## config.mk

```make
export PLATFORM = sky130hd
export DESIGN_NAME = wpack32
export DESIGN_NICKNAME = d
export VERILOG_FILES = /design/src/rtl/wpack_pkg.sv /design/src/rtl/wpack_wdog.sv /design/src/rtl/wpack32.sv
export SDC_FILE = /design/constraint.sdc
export NUM_CORES = 1
export LEC_CHECK = 0
export CAP_MARGIN = 0
export CORE_ASPECT_RATIO = 2
export CORE_MARGIN = 1
export CORE_UTILIZATION = 53
export CTS_CLUSTER_DIAMETER = 80
export DETAILED_ROUTE_END_ITERATION = 16
export GPL_ROUTABILITY_DRIVEN = 0
export MAX_ROUTING_LAYER = met4
export PLACE_DENSITY = 0.89
export SLEW_MARGIN = 20
export SYNTH_ARGS = -nofsm -noshare
export SYNTH_HDL_FRONTEND = slang
export SYNTH_SLANG_ARGS = --single-unit
```

## constraint.sdc

```tcl
create_clock -name clk -period 2.9 [get_ports clk]
set_input_delay 0.435 -clock clk [delete_from_list [all_inputs] [get_ports clk]]
set_output_delay 0.435 -clock clk [all_outputs]
set_load 0.01 [all_outputs]
```

## src/rtl/wpack_pkg.sv

```systemverilog
// wpack_pkg: shared state encoding and default watchdog parameters for wpack32
package wpack_pkg;
  typedef enum logic [1:0] {EMPTY = 2'd0, HAVE_LO = 2'd1, HAVE_HI = 2'd2} state_t;
  localparam int TIMEOUT_DEF = 15;
  localparam int TW_DEF = 4;
endpackage

```

## src/rtl/wpack_wdog.sv

```systemverilog
// wpack_wdog: idle counter (clk, reset, run, clr -> expire) that fires on the cycle the count would reach TIMEOUT
module wpack_wdog
  import wpack_pkg::*;
#(
  parameter int TIMEOUT = TIMEOUT_DEF,
  parameter int TW = TW_DEF
) (
  input  logic clk,
  input  logic reset,
  input  logic run,
  input  logic clr,
  output logic expire
);
  localparam logic [TW-1:0] LAST = TW'(TIMEOUT > 0 ? TIMEOUT - 1 : 0);
  logic [TW-1:0] cnt;
  assign expire = (TIMEOUT > 0) && run && cnt == LAST;
  always_ff @(posedge clk or posedge reset)
    if (reset) cnt <= '0;
    else if (clr || expire) cnt <= '0;
    else if (run && TIMEOUT > 0) cnt <= cnt + TW'(1);
endmodule

```

## src/rtl/wpack32.sv

```systemverilog
// wpack32: packs two 16-bit half writes (din, wr_lo, wr_hi, wr_abort, ovr_clr) into a 32-bit word (dout, ld, busy, ovr, tmo)
module wpack32
  import wpack_pkg::*;
#(
  parameter int TIMEOUT = TIMEOUT_DEF,
  parameter int TW = TW_DEF
) (
  input  logic        clk,
  input  logic        reset,
  input  logic [15:0] din,
  input  logic        wr_lo,
  input  logic        wr_hi,
  input  logic        wr_abort,
  input  logic        ovr_clr,
  output logic [31:0] dout,
  output logic        ld,
  output logic        busy,
  output logic        ovr,
  output logic        tmo
);
  state_t state, state_n;
  logic [15:0] lo_r, hi_r, lo_n, hi_n;
  logic [31:0] word;
  logic done, set_ovr, expire, run, clr;
  assign run = state != EMPTY && !wr_lo && !wr_hi && !wr_abort;
  assign clr = wr_abort || wr_lo || wr_hi;
  wpack_wdog #(.TIMEOUT(TIMEOUT), .TW(TW)) u_wdog (
    .clk(clk), .reset(reset), .run(run), .clr(clr), .expire(expire)
  );
  always_comb begin
    state_n = state;
    lo_n = lo_r;
    hi_n = hi_r;
    word = dout;
    done = 1'b0;
    set_ovr = 1'b0;
    if (wr_abort) state_n = EMPTY;
    else if (wr_lo && wr_hi) begin
      done = 1'b1;
      word = {din, din};
      set_ovr = state != EMPTY;
      state_n = EMPTY;
    end else if (wr_lo) begin
      done = state == HAVE_HI;
      word = {hi_r, din};
      lo_n = din;
      set_ovr = state == HAVE_LO;
      state_n = state == HAVE_HI ? EMPTY : HAVE_LO;
    end else if (wr_hi) begin
      done = state == HAVE_LO;
      word = {din, lo_r};
      hi_n = din;
      set_ovr = state == HAVE_HI;
      state_n = state == HAVE_LO ? EMPTY : HAVE_HI;
    end else if (expire) state_n = EMPTY;
  end
  always_ff @(posedge clk or posedge reset)
    if (reset) begin
      state <= EMPTY;
      lo_r <= '0;
      hi_r <= '0;
      dout <= '0;
      ld <= 1'b0;
      busy <= 1'b0;
      ovr <= 1'b0;
      tmo <= 1'b0;
    end else begin
      state <= state_n;
      lo_r <= lo_n;
      hi_r <= hi_n;
      if (done) dout <= word;
      ld <= done;
      busy <= state_n != EMPTY;
      ovr <= set_ovr || (ovr && !ovr_clr);
      tmo <= expire;
    end
endmodule

```

# [After elaboration in Yosys (flattened, before gate mapping)]
# Index checks and enable logic that the tools add are counted.
[op_classes] n_reduce_logical=21 mux=20 n_eq_ne=3 n_bitwise=3 add_sub_neg=1
[op_table] op="32-bit 2-to-1 mux" count=3
[op_table] op="2-bit 2-to-1 mux" count=6
[op_table] op="1-bit 2-to-1 mux" count=9
[op_table] op="4-bit 2-to-1 mux" count=2
[op_table] op="1-bit logical AND" count=6
[op_table] op="3-bit AND reduction" count=2
[op_table] op="2-bit nonzero test" count=3
[op_table] op="4-bit by 1-bit adder with 4-bit output, second input constant" count=1
[op_table] op="4-bit equality test, second input constant" count=1
[op_table] op="1-bit logical NOT" count=4
[op_table] op="1-bit logical OR" count=4
[op_table] op="4-bit AND reduction" count=1
[op_table] op="1-bit inverter" count=3
[op_table] op="3-bit nonzero test" count=1
[op_table] op="2-bit by 1-bit equality test with 1-bit output, second input constant" count=1
[op_table] op="2-bit equality test, second input constant" count=1
[totals] output_inout_bits=36 inputBits=22 word_cells=57 register_bits=74

# [Logic depth before layout (Yosys ltp)]
[logic_depth] ltp_word=11 depth_mapped=6 mapped_depth_nobuf=5

# [Hierarchy]
# From an unflattened synthesis, not the netlist that was laid out.
[unflattened] cells_unflattened=222 hier_area_um2=3364.5
[modules_own_cells] module="wpack32" seq_area_each_um2=1751.7 cells_per_inst=202 area_per_inst_um2=3148.0 n_inst=1
[modules_own_cells] module="wpack_wdog" seq_area_each_um2=100.1 cells_per_inst=20 area_per_inst_um2=216.5 n_inst=1

# [Worst setup path after synthesis]
# No wires, ideal clock.
[synth_timing] path_kind="in2reg" start="in wr_lo" end="reg dout[14]" setup_ps=128 n_path_buf=2 required_time_ps=2772 slack_ps=1237 stages=4 t_arrival_ps=1535 path_cell_list="buf_6 > clkbuf_1 > mux2_2 > mux2_1"
[synth_between] elab_chain_len=4 word_cells_on_any_way=8 classes_between="mux (5); reduce/logical (3)"
[synth_lines] item="start: declaration" line="wpack32.sv:11" text="input logic wr_lo,"
[synth_lines] item="1-bit 2-to-1 mux / 1-bit logical AND (equally long branches)" line="wpack32.sv:43, wpack32.sv:38"
[synth_lines] item="1-bit 2-to-1 mux" line="wpack32.sv:38" text="else if (wr_lo && wr_hi) begin"
[synth_lines] item="1-bit 2-to-1 mux" line="wpack32.sv:37" text="if (wr_abort) state_n = EMPTY;"
[synth_lines] item="3-bit AND reduction (no source line)"
[synth_lines] item="end signal: assignment" line="wpack32.sv:71" text="if (done) dout <= word;"
[synth_lines] item="end: declaration" line="wpack32.sv:15" text="output logic [31:0] dout,"
# Several ways; a longest one is shown, not always the timed one.
# A chain may end at the register's enable or synchronous reset.

# [Worst setup path after layout]
[layout_timing] start="in wr_hi" end="reg lo_r[4]"
[layout_between] elab_chain_len=3
[layout_lines] item="start: declaration" line="wpack32.sv:12" text="input logic wr_hi,"
[layout_lines] item="1-bit logical AND" line="wpack32.sv:38"
[layout_lines] item="1-bit inverter (no source line)"
[layout_lines] item="3-bit AND reduction (no source line)"
[layout_lines] item="end signal: assignment" line="wpack32.sv:69" text="lo_r <= lo_n;"
[layout_lines] item="end: declaration" line="wpack32.sv:22" text="logic [15:0] lo_r, hi_r, lo_n, hi_n;"
# No other way between the ends.

==> results.sh <==
export IMPL_status="completed"
export IMPL_syn_nets=252
export IMPL_setup_violations_final=0
export IMPL_syn_avg_cell_area_um2=15.0
export IMPL_synth_common_cells="74 x dfrtp_1, 73 x mux2_2, 20 x mux2_4"
export IMPL_synth_seq_cells=74
export IMPL_dp_cells=365
export IMPL_htreeDepth=3
export IMPL_final_cells=381
export IMPL_via_per_inst=5.29
export IMPL_postSynthCellCount=228
export IMPL_grt_pass1_wl_um=10300
export IMPL_vias=2015
export IMPL_skew_ns=0.00695
export IMPL_io_buffers=57
export IMPL_place_ws_ns=0.467
export IMPL_period_minus_slack_ns=2.09
export IMPL_wl_per_cell_um=16.3
export IMPL_final_max_slew_viol_count=0
export IMPL_grt_use_total_pct=21.6
export IMPL_synth_warnings=0
export IMPL_cp_data_arrival_time_ns=2.30
export IMPL_n_fill_cell=466
export IMPL_synth_edf_count=0
export IMPL_ys_seq_area_share_pct=54.0
export IMPL_grt_max_degree=37
export IMPL_synthTopCellsByArea="dfrtp_1 54%, mux2_2 24%, mux2_4 8.8%"
export IMPL_dieHeight_um=116
export IMPL_tightest_slew_ns=0.498
export IMPL_grt_pass1_vias=2057
export IMPL_pin_count=58
export IMPL_clkLatencyLatePin_ns=0.33
export IMPL_cts_buffer_depth=2
export IMPL_n_antenna_cell=0
export IMPL_cts_resized=0
export IMPL_routed_wl_um=6200
export IMPL_yosys_most_used_dff="dfrtp_1"
export IMPL_hold_violations=0
export IMPL_dr_pass1_iters=4
export IMPL_required_ns=3.11
export IMPL_synth_area_um2=3430
export IMPL_rsz0062_at_grt="no"
export IMPL_post_cts_buffers=0
export IMPL_cp_end_kind="flip-flop"
export IMPL_setup_tns_ns=0
export IMPL_drc_errors=0
export IMPL_antenna_found_initial=0
export IMPL_synth_top_area_share_pct=54.0
export IMPL_cts_tree="yes"
export IMPL_hold_path_class="input port to asynchronous set/reset pin"
export IMPL_leakagePower_nw=1.86
export IMPL_fmax_ghz=0.479
export IMPL_maxCapViolations=0
export IMPL_area_growth_pct=26.7
export IMPL_cp_max_fo=17
export IMPL_initial_core_util_pct=54.8
export IMPL_num_rows=41
export IMPL_start_kind="input port"
export IMPL_core_area_um2=6260
export IMPL_grt_overflow_total=0
export IMPL_die_area_um2=6820
export IMPL_yosysMostFrequentCell="dfrtp_1"
export IMPL_cts_hold_buf=0
export IMPL_cts_root_buffer="clkbuf_16"
export IMPL_async_flop_share_pct=100
export IMPL_ant_nets=0
export IMPL_die_w_um=58.9
export IMPL_nets=314
export IMPL_drt_iter0_drc=76
export IMPL_ys_types=32
export IMPL_report_power_total_w=0.00315
export IMPL_netlist_top_cell_by_area="dfrtp_1"
export IMPL_cts_buffers=9
export IMPL_clk_pin_slew_worst_paths_ns=0.05
export IMPL_layout_drive_gt1_share_pct=41.4
export IMPL_hpwlAfterDp_um=4160
export IMPL_peakVddDrop_v=0.000489
export IMPL_critical_path_class="input port to flip-flop"
export IMPL_fin_ws_ns=0.810
export IMPL_clock_sinks=74
export IMPL_p_per_area_nw_per_um2=726
export IMPL_relSlewSlack_pct=66.8
export IMPL_finalCritPeriodShare_pct=72.1
## flip-flops by register name, summed over array words and instances, names as in the netlist
signal / count
busy: 1
lo_r: 16
tmo: 1
dout: 32
state: 2
hi_r: 16
ld: 1
u_wdog.cnt: 4
ovr: 1
## path summary, 6_finish.rpt
kind / depth (start not counted) / end / slack [ns] / start
max in group asynchronous: 3 / dout[14] / 1.82 / reset
max reg2reg: 4 / dout[0] / 1.13 / state[1]
min in group clk: 1 / dout[15] / 0.49 / dout[15]
min: 2 / dout[6] / 0.45 / reset
min reg2reg: 1 / dout[15] / 0.49 / dout[15]
max: 4 / lo_r[4] / 0.81 / wr_hi
## layout make-up
cell class | count | area, um2 | share of cell area [%]
clock buffer | 14 | 274 | 6.31
clock inverter | 2 | 10.0 | 0.230
timing repair buffer | 64 | 636 | 14.6
multi-input combinational | 139 | 1460 | 33.6
sequential | 74 | 1850 | 42.6
inverter | 2 | 7.51 | 0.173
tap | 86 | 108 | 2.48
## layout by cell type, fill, tap and decap left out, drive strengths merged, types with 4 or more instances in the layout
cell type / instances
mux2: 96
dfrtp: 74
clkdlybuf4s50: 57
clkbuf: 14
nor2: 7
buf: 7
nand2b: 5
a21oi: 4
## per-layer routing
metal / vias to the layer above / global-route usage [%] / share of wire (%)
met5: - / - / 0
met4: 0 / 12.1 / 2.8
met3: 14 / 5.02 / 3.3
met2: 49 / 32.4 / 51
met1: 1009 / 26.7 / 43
li1: 943 / - / -
## kinds of logic after synthesis
family / count (synthesis) / share of synthesized area, %
flops: 74 / 54.0
mux: 96 / 33.7
compound gates: 14 / 3.10
fa+ha+maj: 2 / 0.730
simple gates: 27 / 5.00
buf+inv: 15 / 3.47
## report_power, final
group | switching [W] | internal (W)
registers | 0.000114 | 0.00125
clock network | 0.000384 | 0.000646
logic | 0.000261 | 0.000498
total | 0.000759 | 0.00240
## critical path, stage by stage
cell and delay (ns):
clkdlybuf4s50_1 0.61, nand2b_4 0.40, nor2_4 0.45, mux2_2 0.40
## per-stage QoR
step	util, %	cell area, um2	hold WS, ns
2_1_floorplan	-	3430	0.454
6_report	69.4	4350	0.454
3_5_place_dp	64.9	4060	0.478
5_1_grt	69.4	4350	0.505
3_3_place_gp	64.9	4060	0.474
4_1_cts	69.4	4350	0.466
Note: power is estimated with default switching activity, not from simulation.
